`config.mk`:
```
export PLATFORM = sky130hd
export DESIGN_NAME = text_buffer_writer_flat
export DESIGN_NICKNAME = d
export VERILOG_FILES = /design/src/rtl/text_pkg.sv /design/src/rtl/text_buffer_writer_if.sv /design/src/rtl/text_ram.sv /design/src/rtl/text_buffer_writer.sv /design/src/flat_wrapper.sv
export SDC_FILE = /design/constraint.sdc
export NUM_CORES = 2
export LEC_CHECK = 0
export BUFFER_PORTS_ARGS = -buffer_cell sky130_fd_sc_hd__buf_2
export CORE_ASPECT_RATIO = 1.25
export CORE_MARGIN = 4
export CORE_UTILIZATION = 55
export DETAILED_ROUTE_END_ITERATION = 12
export PLACE_DENSITY = 0.67
export SLEW_MARGIN = 20
export SYNTH_ARGS = -nofsm -noshare
export SYNTH_HDL_FRONTEND = slang
export SYNTH_HIERARCHICAL = 1
export SYNTH_SLANG_ARGS = --single-unit
```
`constraint.sdc`:
```
create_clock -name clk -period 28 [get_ports clk]
set_input_delay 5.6 -clock clk [delete_from_list [all_inputs] [get_ports clk]]
set_output_delay 5.6 -clock clk [all_outputs]
set_load 0.03 [all_outputs]
```
`src/rtl/text_pkg.sv`:
```
// Shared geometry, character codes and state encoding for the text-mode writer.
package text_pkg;

  localparam int unsigned ROW_NUMBER     = 16;
  localparam int unsigned COL_NUMBER     = 32;
  localparam int unsigned ROW_BIT_LEN    = 4;
  localparam int unsigned COL_BIT_LEN    = 5;
  localparam int unsigned CHAR_ID_LENGTH = 8;
  localparam int unsigned ADDR_LEN       = ROW_BIT_LEN + COL_BIT_LEN;
  localparam int unsigned TOTAL_CHAR     = 129;

  typedef logic [ROW_BIT_LEN-1:0]    row_t;
  typedef logic [COL_BIT_LEN-1:0]    col_t;
  typedef logic [CHAR_ID_LENGTH-1:0] char_t;
  typedef logic [ADDR_LEN-1:0]       addr_t;

  localparam char_t BLANK_ID   = CHAR_ID_LENGTH'(32);
  localparam char_t CC_BS      = CHAR_ID_LENGTH'(8'h08);
  localparam char_t CC_LF      = CHAR_ID_LENGTH'(8'h0A);
  localparam char_t CC_FF      = CHAR_ID_LENGTH'(8'h0C);
  localparam char_t CC_CR      = CHAR_ID_LENGTH'(8'h0D);
  localparam char_t DRAW_LIMIT = CHAR_ID_LENGTH'(TOTAL_CHAR);

  typedef enum logic [1:0] {
    CLEAR_ALL = 2'd0,
    CLEAR_ROW = 2'd1,
    IDLE      = 2'd2
  } state_t;

  // Drawable glyph that is not one of the handled control codes.
  function automatic logic is_printable(input char_t c);
    return (c < DRAW_LIMIT) && (c != CC_BS) && (c != CC_LF) &&
           (c != CC_FF) && (c != CC_CR);
  endfunction

endpackage

```
`src/rtl/text_buffer_writer_if.sv`:
```
// Character input handshake plus the pixel-encoder read port.
interface text_buffer_writer_if;
  import text_pkg::*;

  logic  in_valid;
  char_t in_char;
  logic  in_ready;
  row_t  rd_row;
  col_t  rd_col;
  char_t rd_char;

  modport master (output in_valid, in_char, rd_row, rd_col,
                  input  in_ready, rd_char);
  modport slave  (input  in_valid, in_char, rd_row, rd_col,
                  output in_ready, rd_char);
endinterface

```
`src/rtl/text_ram.sv`:
```
// Character grid storage: one synchronous write port, one asynchronous read port.
module text_ram
  import text_pkg::*;
(
  input  logic  clk,
  input  logic  we,
  input  addr_t waddr,
  input  char_t wdata,
  input  addr_t raddr,
  output char_t rdata
);

  char_t mem [ROW_NUMBER*COL_NUMBER];

  always_ff @(posedge clk) begin
    if (we) mem[waddr] <= wdata;
  end

  assign rdata = mem[raddr];

endmodule

```
`src/rtl/text_buffer_writer.sv`:
```
// Text-mode writer: cursor handling, clears and ring-buffer scroll over a 16x32 grid.
module text_buffer_writer
  import text_pkg::*;
(
  input  logic                 clk,
  input  logic                 reset,
  text_buffer_writer_if.slave  bus,
  output row_t                 cursor_row,
  output col_t                 cursor_col,
  output logic                 busy
);

  state_t state;
  addr_t  clr_cnt;
  row_t   top_row;
  row_t   clr_row;
  logic   in_ready_q;

  logic   take;
  logic   printable;
  logic   at_origin;
  logic   adv_row;
  row_t   bs_row;
  col_t   bs_col;
  row_t   wr_row;
  col_t   wr_col;
  row_t   rd_phys_row;
  logic   we;
  addr_t  waddr;
  char_t  wdata;

  assign bus.in_ready = in_ready_q;
  assign take         = bus.in_valid & in_ready_q;
  assign printable    = is_printable(bus.in_char);
  assign at_origin    = (cursor_row == '0) && (cursor_col == '0);
  assign adv_row      = take && (state == IDLE) &&
                        ((bus.in_char == CC_LF) ||
                         (printable && (cursor_col == COL_BIT_LEN'(COL_NUMBER-1))));
  assign rd_phys_row  = bus.rd_row + top_row;

  // Write-port steering: clears own the port while busy, accepted chars otherwise.
  always_comb begin
    we     = 1'b0;
    waddr  = '0;
    wdata  = BLANK_ID;
    bs_row = cursor_row;
    bs_col = cursor_col - COL_BIT_LEN'(1);
    if (cursor_col == '0) begin
      bs_row = cursor_row - ROW_BIT_LEN'(1);
      bs_col = COL_BIT_LEN'(COL_NUMBER-1);
    end
    wr_row = cursor_row + top_row;
    wr_col = cursor_col;
    unique case (state)
      CLEAR_ALL: begin
        we    = 1'b1;
        waddr = clr_cnt;
      end
      CLEAR_ROW: begin
        we    = 1'b1;
        waddr = {clr_row, clr_cnt[COL_BIT_LEN-1:0]};
      end
      IDLE: begin
        if (take && (bus.in_char == CC_BS)) begin
          we     = ~at_origin;
          wr_row = bs_row + top_row;
          wr_col = bs_col;
        end else if (take && printable) begin
          we    = 1'b1;
          wdata = bus.in_char;
        end
        waddr = {wr_row, wr_col};
      end
      default: ;
    endcase
  end

  text_ram u_ram (
    .clk   (clk),
    .we    (we),
    .waddr (waddr),
    .wdata (wdata),
    .raddr ({rd_phys_row, bus.rd_col}),
    .rdata (bus.rd_char)
  );

  always_ff @(posedge clk) begin
    if (reset) begin
      state      <= CLEAR_ALL;
      clr_cnt    <= '0;
      clr_row    <= '0;
      top_row    <= '0;
      cursor_row <= '0;
      cursor_col <= '0;
      in_ready_q <= 1'b0;
      busy       <= 1'b1;
    end else begin
      unique case (state)
        CLEAR_ALL: begin
          clr_cnt <= clr_cnt + ADDR_LEN'(1);
          if (clr_cnt == ADDR_LEN'(ROW_NUMBER*COL_NUMBER-1)) begin
            state      <= IDLE;
            in_ready_q <= 1'b1;
            busy       <= 1'b0;
          end
        end
        CLEAR_ROW: begin
          clr_cnt <= clr_cnt + ADDR_LEN'(1);
          if (clr_cnt[COL_BIT_LEN-1:0] == COL_BIT_LEN'(COL_NUMBER-1)) begin
            clr_cnt    <= '0;
            state      <= IDLE;
            in_ready_q <= 1'b1;
            busy       <= 1'b0;
          end
        end
        IDLE: begin
          if (take) begin
            case (bus.in_char)
              CC_FF: begin
                top_row    <= '0;
                cursor_row <= '0;
                cursor_col <= '0;
                clr_cnt    <= '0;
                state      <= CLEAR_ALL;
                in_ready_q <= 1'b0;
                busy       <= 1'b1;
              end
              CC_CR, CC_LF: cursor_col <= '0;
              CC_BS: begin
                if (!at_origin) begin
                  cursor_row <= bs_row;
                  cursor_col <= bs_col;
                end
              end
              default: begin
                if (printable) cursor_col <= cursor_col + COL_BIT_LEN'(1);
              end
            endcase
            // Leaving the bottom line rotates the ring and blanks the reused row.
            if (adv_row) begin
              if (cursor_row != ROW_BIT_LEN'(ROW_NUMBER-1)) begin
                cursor_row <= cursor_row + ROW_BIT_LEN'(1);
              end else begin
                top_row    <= top_row + ROW_BIT_LEN'(1);
                clr_row    <= top_row;
                clr_cnt    <= '0;
                state      <= CLEAR_ROW;
                in_ready_q <= 1'b0;
                busy       <= 1'b1;
              end
            end
          end
        end
        default: state <= CLEAR_ALL;
      endcase
    end
  end

endmodule

```
`src/flat_wrapper.sv`:
```
// flat-port wrapper written by rule: the top's interface ports become plain ports
module text_buffer_writer_flat import text_pkg::*;
  (clk, reset, cursor_row, cursor_col, busy, bus_in_valid, bus_in_char, bus_rd_row, bus_rd_col, bus_in_ready, bus_rd_char);
  text_buffer_writer_if bus_i ();
  input  logic clk;
  input  logic reset;
  output row_t cursor_row;
  output col_t cursor_col;
  output logic busy;
  input wire logic [$bits(bus_i.in_valid)-1:0] bus_in_valid;
  input wire logic [$bits(bus_i.in_char)-1:0] bus_in_char;
  input wire logic [$bits(bus_i.rd_row)-1:0] bus_rd_row;
  input wire logic [$bits(bus_i.rd_col)-1:0] bus_rd_col;
  output wire logic [$bits(bus_i.in_ready)-1:0] bus_in_ready;
  output wire logic [$bits(bus_i.rd_char)-1:0] bus_rd_char;
  assign bus_i.in_valid = bus_in_valid;
  assign bus_i.in_char = bus_in_char;
  assign bus_i.rd_row = bus_rd_row;
  assign bus_i.rd_col = bus_rd_col;
  assign bus_in_ready = bus_i.in_ready;
  assign bus_rd_char = bus_i.rd_char;
  text_buffer_writer u_core (.clk(clk), .reset(reset), .bus(bus_i), .cursor_row(cursor_row), .cursor_col(cursor_col), .busy(busy));
endmodule
```
Word level (Yosys, flattened, before mapping)
Memory sizes are Yosys's and may differ from the RTL's.
Index checks and enable logic that the tools add are counted.
{"block": "totals", "memories": 1, "mem_bits_rw": 4096, "reg_bits": 30}
{"name": "u_core.u_ram.mem", "words": 512, "width": 8, "rd": 1, "rd_clocked_by_memory_dff": 0, "wr": 1, "line": "text_ram.sv:13", "source": "char_t mem [ROW_NUMBER*COL_NUMBER];"}
{"block": "op_classes", "n_eq_ne": 18, "n_mux": 50, "n_reduce_logical": 24, "bitwise": 3, "add_sub_neg": 9, "magnitude_cmp": 1}
{"cell": "case mux 9 bit (3 select lines)", "count": 2}
{"cell": "2-to-1 mux 9 bit", "count": 5}
{"cell": "== test 8 x 4 -> 1 bit, second input constant", "count": 4}
{"cell": "2-to-1 mux 4 bit", "count": 8}
{"cell": "inequality test 8 x 4 -> 1 bit, second input constant", "count": 4}
{"cell": "2-to-1 mux 8 bit", "count": 3}
{"cell": "2-to-1 mux 5 bit", "count": 4}
{"cell": "2-to-1 mux 1 bit", "count": 16}
{"cell": "adder 4 bit", "count": 3}
{"cell": "2-to-1 mux 2 bit", "count": 6}
{"cell": "AND reduction 4 bit", "count": 3}
{"cell": "== test 5 bit, second input constant", "count": 2}
{"cell": "logical AND 1 bit", "count": 10}
{"cell": "case mux 5 bit (2 select lines)", "count": 1}
{"cell": "adder 9 x 1 -> 9 bit, second input constant", "count": 1}
{"cell": "== test 9 bit, second input constant", "count": 1}
{"cell": "adder 4 x 1 -> 4 bit, second input constant", "count": 2}
{"cell": "less-than comparator 8 bit, second input constant", "count": 1}
{"cell": "case mux 4 bit (2 select lines)", "count": 1}
{"cell": "inequality test 2 x 1 -> 1 bit, second input constant", "count": 3}
{"cell": "case mux 1 bit (3 select lines)", "count": 2}
{"cell": "case mux 2 bit (3 select lines)", "count": 1}
{"cell": "nonzero test 3 bit", "count": 2}
{"cell": "adder 5 x 1 -> 5 bit, second input constant", "count": 1}
{"cell": "other kinds (17)", "count": 19}

Depth between registers and ports, before layout
{"block": "logic_depth", "depth_word": 11, "mapped_depth": 19, "depth_no_buf": 17}

Modules after synthesis
Netlist, hierarchy kept.
{"mod": "text_ram", "n_inst": 1, "seq_area_each_um2": 122998.0, "area_each_um2": 159767.0, "cells_per_inst": 8022}
{"mod": "text_buffer_writer", "n_inst": 1, "seq_area_each_um2": 600.6, "area_each_um2": 2588.7, "cells_per_inst": 346}

Worst setup path after synthesis
No wires, ideal clock.
{"block": "synth_timing", "path_type": "input port to flip-flop", "start": "in bus_in_char[2]", "end": "mem u_core/u_ram/mem[0][2] (netlist bit) (data pin)", "t_required_ps": 25420, "stages": 7, "arrival_time_ps": 18184, "setup_ps": 2580, "slack_ps": 7237, "cell_sequence": "buf_6 -> mux2i_1 -> and3_1 -> buf_6 -> nor2_1 -> nand2_1 -> nor2_1"}
{"block": "synth_via", "elab_chain_len": 9, "elab_cells_between_ends": 15}
{"element": "start: declaration", "line": "flat_wrapper.sv:11", "source": "input wire logic [$bits(bus_i.in_char)-1:0] bus_in_char;"}
{"element": "less-than comparator 8 bit / inequality test 8 x 4 -> 1 bit (equally long branches)", "line": "text_pkg.sv:32", "source": "return (c < DRAW_LIMIT) && (c != CC_BS) && (c != CC_LF) &&"}
{"element": "logical AND 1 bit (3 in a row)", "line": "text_pkg.sv:32"}
{"element": "logical AND 1 bit", "line": "text_pkg.sv:33", "source": "(c != CC_FF) && (c != CC_CR);"}
{"element": "logical AND 1 bit", "line": "text_buffer_writer.sv:68", "source": "end else if (take && printable) begin"}
{"element": "2-to-1 mux 8 bit", "line": "text_buffer_writer.sv:68"}
{"element": "2-to-1 mux 8 bit (*)", "line": "text_buffer_writer.sv:64", "source": "if (take && (bus.in_char == CC_BS)) begin"}
{"element": "2-to-1 mux 8 bit (*)", "line": "text_buffer_writer.sv:54", "source": "unique case (state)"}
{"element": "named net u_core.wdata[2]", "line": "text_buffer_writer.sv:30", "source": "char_t wdata;"}
{"element": "end: declaration", "line": "text_ram.sv:13"}
Mark *: on every way through the listed nets, which the timed path passes. The rest lies on a longest branch.

Final worst setup path
{"block": "layout_timing", "start": "in bus_rd_col[0]", "end": "out bus_rd_char[1]"}
{"block": "layout_via", "elab_chain_len": 1}
{"element": "start: declaration", "line": "flat_wrapper.sv:13", "source": "input wire logic [$bits(bus_i.rd_col)-1:0] bus_rd_col;"}
{"element": "memory (512 x 8 bit)"}
{"element": "end: declaration", "line": "flat_wrapper.sv:15", "source": "output wire logic [$bits(bus_i.rd_char)-1:0] bus_rd_char;"}
No other way between the ends.

==> impl_metrics.toml <==
[outcome]
status = "completed"

[drt]
initialDrtViolationCount = 10660
vias_per_cell = 6.657
detail-route-antenna-nets = 0
wl_per_cell_um = 33.34
drt-total-wl_um = 422300
first_pass_iters = 6
drc = 0
vias = 84330

[grt]
gr-usage-all-layers = 0.2754
grt.overflow.total = 0
antenna_found_initial = 18
grt_pass1_vias = 83570
grt_max_degree = 193
grt_pass1_wl_um = 607500

[critical_path]
timing.rr.start = "u_core/cursor_col[0]$_SDFFE_PP0P_"
cpMostUsedCell = "buf_4"
r2r_setup_slack_ps = 21630
crit_fanout = 104
crit-reg2reg-capture = "u_core/u_ram/mem[117][0]$_DFFE_PP_"
cp-start-kind = "input pin"
worstSetupEndpointType = "primary output"
r2r_cells = 17
cpPeakStageDelay_ps = 850
slowest_stage = "buf_4"
worstPathCellList = "buf_12 -> buf_4 -> buf_4 -> buf_4 -> buf_4 -> mux2i_1 -> o221ai_1 -> o22ai_1 -> o21ai_0 -> nand4_1 -> nand2_1 -> o2111a_1 -> buf_2"
critPathKind = "input pin to primary output"
worst_ep_arrival_time_ps = 12510
worstPathRequired_ps = 22400

[yosys]
synth_edf_count = 4096
syn_nets = 8411
seq_area_frac_synth = 0.7613
syn_inst = 8368
ys_types = 74
synthArstFlopShare = 0
synth_area_per_cell_um2 = 19.40
syn_area_um2 = 162400
synthFlopType = "edfxtp_1"
ys_ff_latch = 4126
yosys_warnings = 6

[timing]
setup_tns_ps = 0
max-slew-margin-rel = 0.1897
setup_viol = 0
period_share = 0.6466
final_max_slew_viol_count = 0
rsz0062_at_grt = "false"
finalClockSkew_ps = 58.70
min_period_ps = 18110
tightestPinTransition_ps = 1210
finalHoldViolCount = 0
fmax_mhz = 55.23

[final_layout]
drive_gt1_frac = 0.1677
syn2layout_area_growth_pct = 9.760
n_fill_cell = 20540
final_core_util = 0.6075
nets = 8478

[floorplan]
io_pins = 39
die_x_um = 494.0
fp-row-count = 222
dieArea_um2 = 304000
start_util = 0.5535
die_h_um = 615.4
core_area_um2 = 293300

[hold_path]
hold_end = "u_core/busy$_SDFFE_PP1P_"
holdPathStages = 1
min-delay-path-class = "flop to flop"
worstHoldStart = "u_core/busy$_SDFFE_PP1P_"

[pwr]
ir_worst_vdd_uv = 57.16
leakage_uw = 0.05113
powerDensity_nw_per_um2 = 67.80

[clocking]
clock_latency_ps = 940
root_buffer = "clkbuf_16"
clkTransAtPathRegs_ps = 60
cts_resized = 0
cts_buffers = 380
cts_tree = "yes"
cts_buffer_depth = 4
cts_max_level = 5
cts.sinks = 4126
post-cts-setup-buffer-count = 0
cts_hold_buf = 0

[flow_run]
max_cap_viol_count = 0

[placement]
gp_congestion = 0.9337
port_buffers = 38
dpl.hpwl_um = 255300
[where the power goes]
group	internal, uW	switching (uW)
Sequential	6680	0.938
Combinational	120	269
Clock	2800	2200
Total	9610	2470
[per-layer routing]
metal,GRT usage,wire length (um)
met3,0.05454,39030
met1,0.3670,153700
met5,0,68
met4,0.1168,20340
met2,0.4473,209100
[Yosys cell counts, drive strengths merged (9+ instances only)]
library cell,count,area [um2]
or3,9,56.30
o22ai,170,1064
a21oi,223,1116
mux2i,804,8048
inv,29,108.9
nand3,49,245.2
dfxtp,30,600.6
nor2b,9,56.30
nand4,35,219.0
nor3,116,591.8
a22oi,63,473.0
mux4,654,14730
buf,254,1997
ha,21,262.8
o21ai,140,700.7
edfxtp,4096,123000
nor2,636,2392
and2,22,137.6
o31ai,13,97.59
nor3b,11,82.58
nand2,143,536.8
clkbuf,274,1028
nor4,38,237.7
and3,17,106.4
a211oi,19,142.6
o221ai,374,3282
[placed cells by master (no fill, tap or decap), types with 31 or more instances in the layout]
master        n
clkinv_2     74
o21ai_0     127
buf_2        35
mux2i_1     804
clkbuf_1     77
edfxtp_1   4096
nand2_1     129
a21oi_1     223
nor2_1      628
nand3_1      45
clkbuf_16   384
a22oi_1      63
clkinv_1     86
mux4_2      654
o221ai_1    373
o22ai_1     170
nand4_1      35
bufinv_16    31
buf_4       160
nor3_1      114
[worst max-delay path: cells and delay by family]
family                 cells  cell delay, ps
AO/OA/AOI/OAI              4            1720
buffers and inverters      6            3870
multiplexers               1             180
AND/OR/NAND/NOR            2             910
[registers in the layout (all words and copies together) (netlist names)]
| register | flops |
|---|---|
| u_core/clr_row | 4 |
| u_core/state | 2 |
| u_core/clr_cnt | 9 |
| u_core/bus.in_ready | 1 |
| u_core/cursor_col | 5 |
| u_core/busy | 1 |
| u_core/top_row | 4 |
| u_core/cursor_row | 4 |
| u_core/u_ram/mem | 4096 |
[cell type report]
class | count | area (um2) | share of cell area
Antenna cell | 11 | 27.53 | 0.0001545
Clock inverter | 222 | 1931 | 0.01083
Clock buffer | 462 | 9912 | 0.05562
Inverter | 29 | 116.4 | 0.0006530
Timing Repair Buffer | 213 | 1724 | 0.009675
Multi-Input combinational cell | 3685 | 35990 | 0.2019
Sequential cell | 4126 | 123600 | 0.6936
Tap cell | 3920 | 4905 | 0.02752
[kinds of logic (layout without fill, tap and decap cells)]
logic type | Yosys count | in the layout | share of synthesized area
buffers and inverters | 557 | 926 | 0.01930
flip-flops | 4126 | 4126 | 0.7613
AND/OR/NAND/NOR | 1115 | 1115 | 0.03022
multiplexers | 1459 | 1459 | 0.1404
adder cells (fa/ha/maj) | 23 | 23 | 0.001865
other | 0 | 11 | 0
XOR/XNOR | 11 | 11 | 0.0005935
AO/OA/AOI/OAI | 1077 | 1077 | 0.04638
[worst max-delay path by stage]
stage / start / to / slack [ps] / depth (start not counted)
detailed placement: bus_rd_col[0] / bus_rd_char[1] / 9910 / 13
global placement: bus_rd_col[0] / bus_rd_char[5] / 9640 / 13
finish: bus_rd_col[0] / bus_rd_char[1] / 9890 / 13
floorplan: bus_in_char[2] / u_core/u_ram/mem[0][2]$_DFFE_PP_ / 7240 / 7
CTS: bus_rd_col[0] / bus_rd_char[1] / 9890 / 13
global route: bus_rd_col[0] / bus_rd_char[1] / 9430 / 13
[through the flow]
stage	setup slack [ps]	power, uW	instances	hold slack [ps]	area, um2
final	9894	12080	12670	473.8	178200
after global routing	9431	12440	12660	507.7	178200
after CTS	9885	12150	12650	480.7	178100
after detailed placement	9914	7205	11970	457.8	166200
after global placement	9639	7203	11960	450.0	166100
after floorplan	7237	7071	8368	455.7	162400
Note: power is estimated with default switching activity, not from simulation.
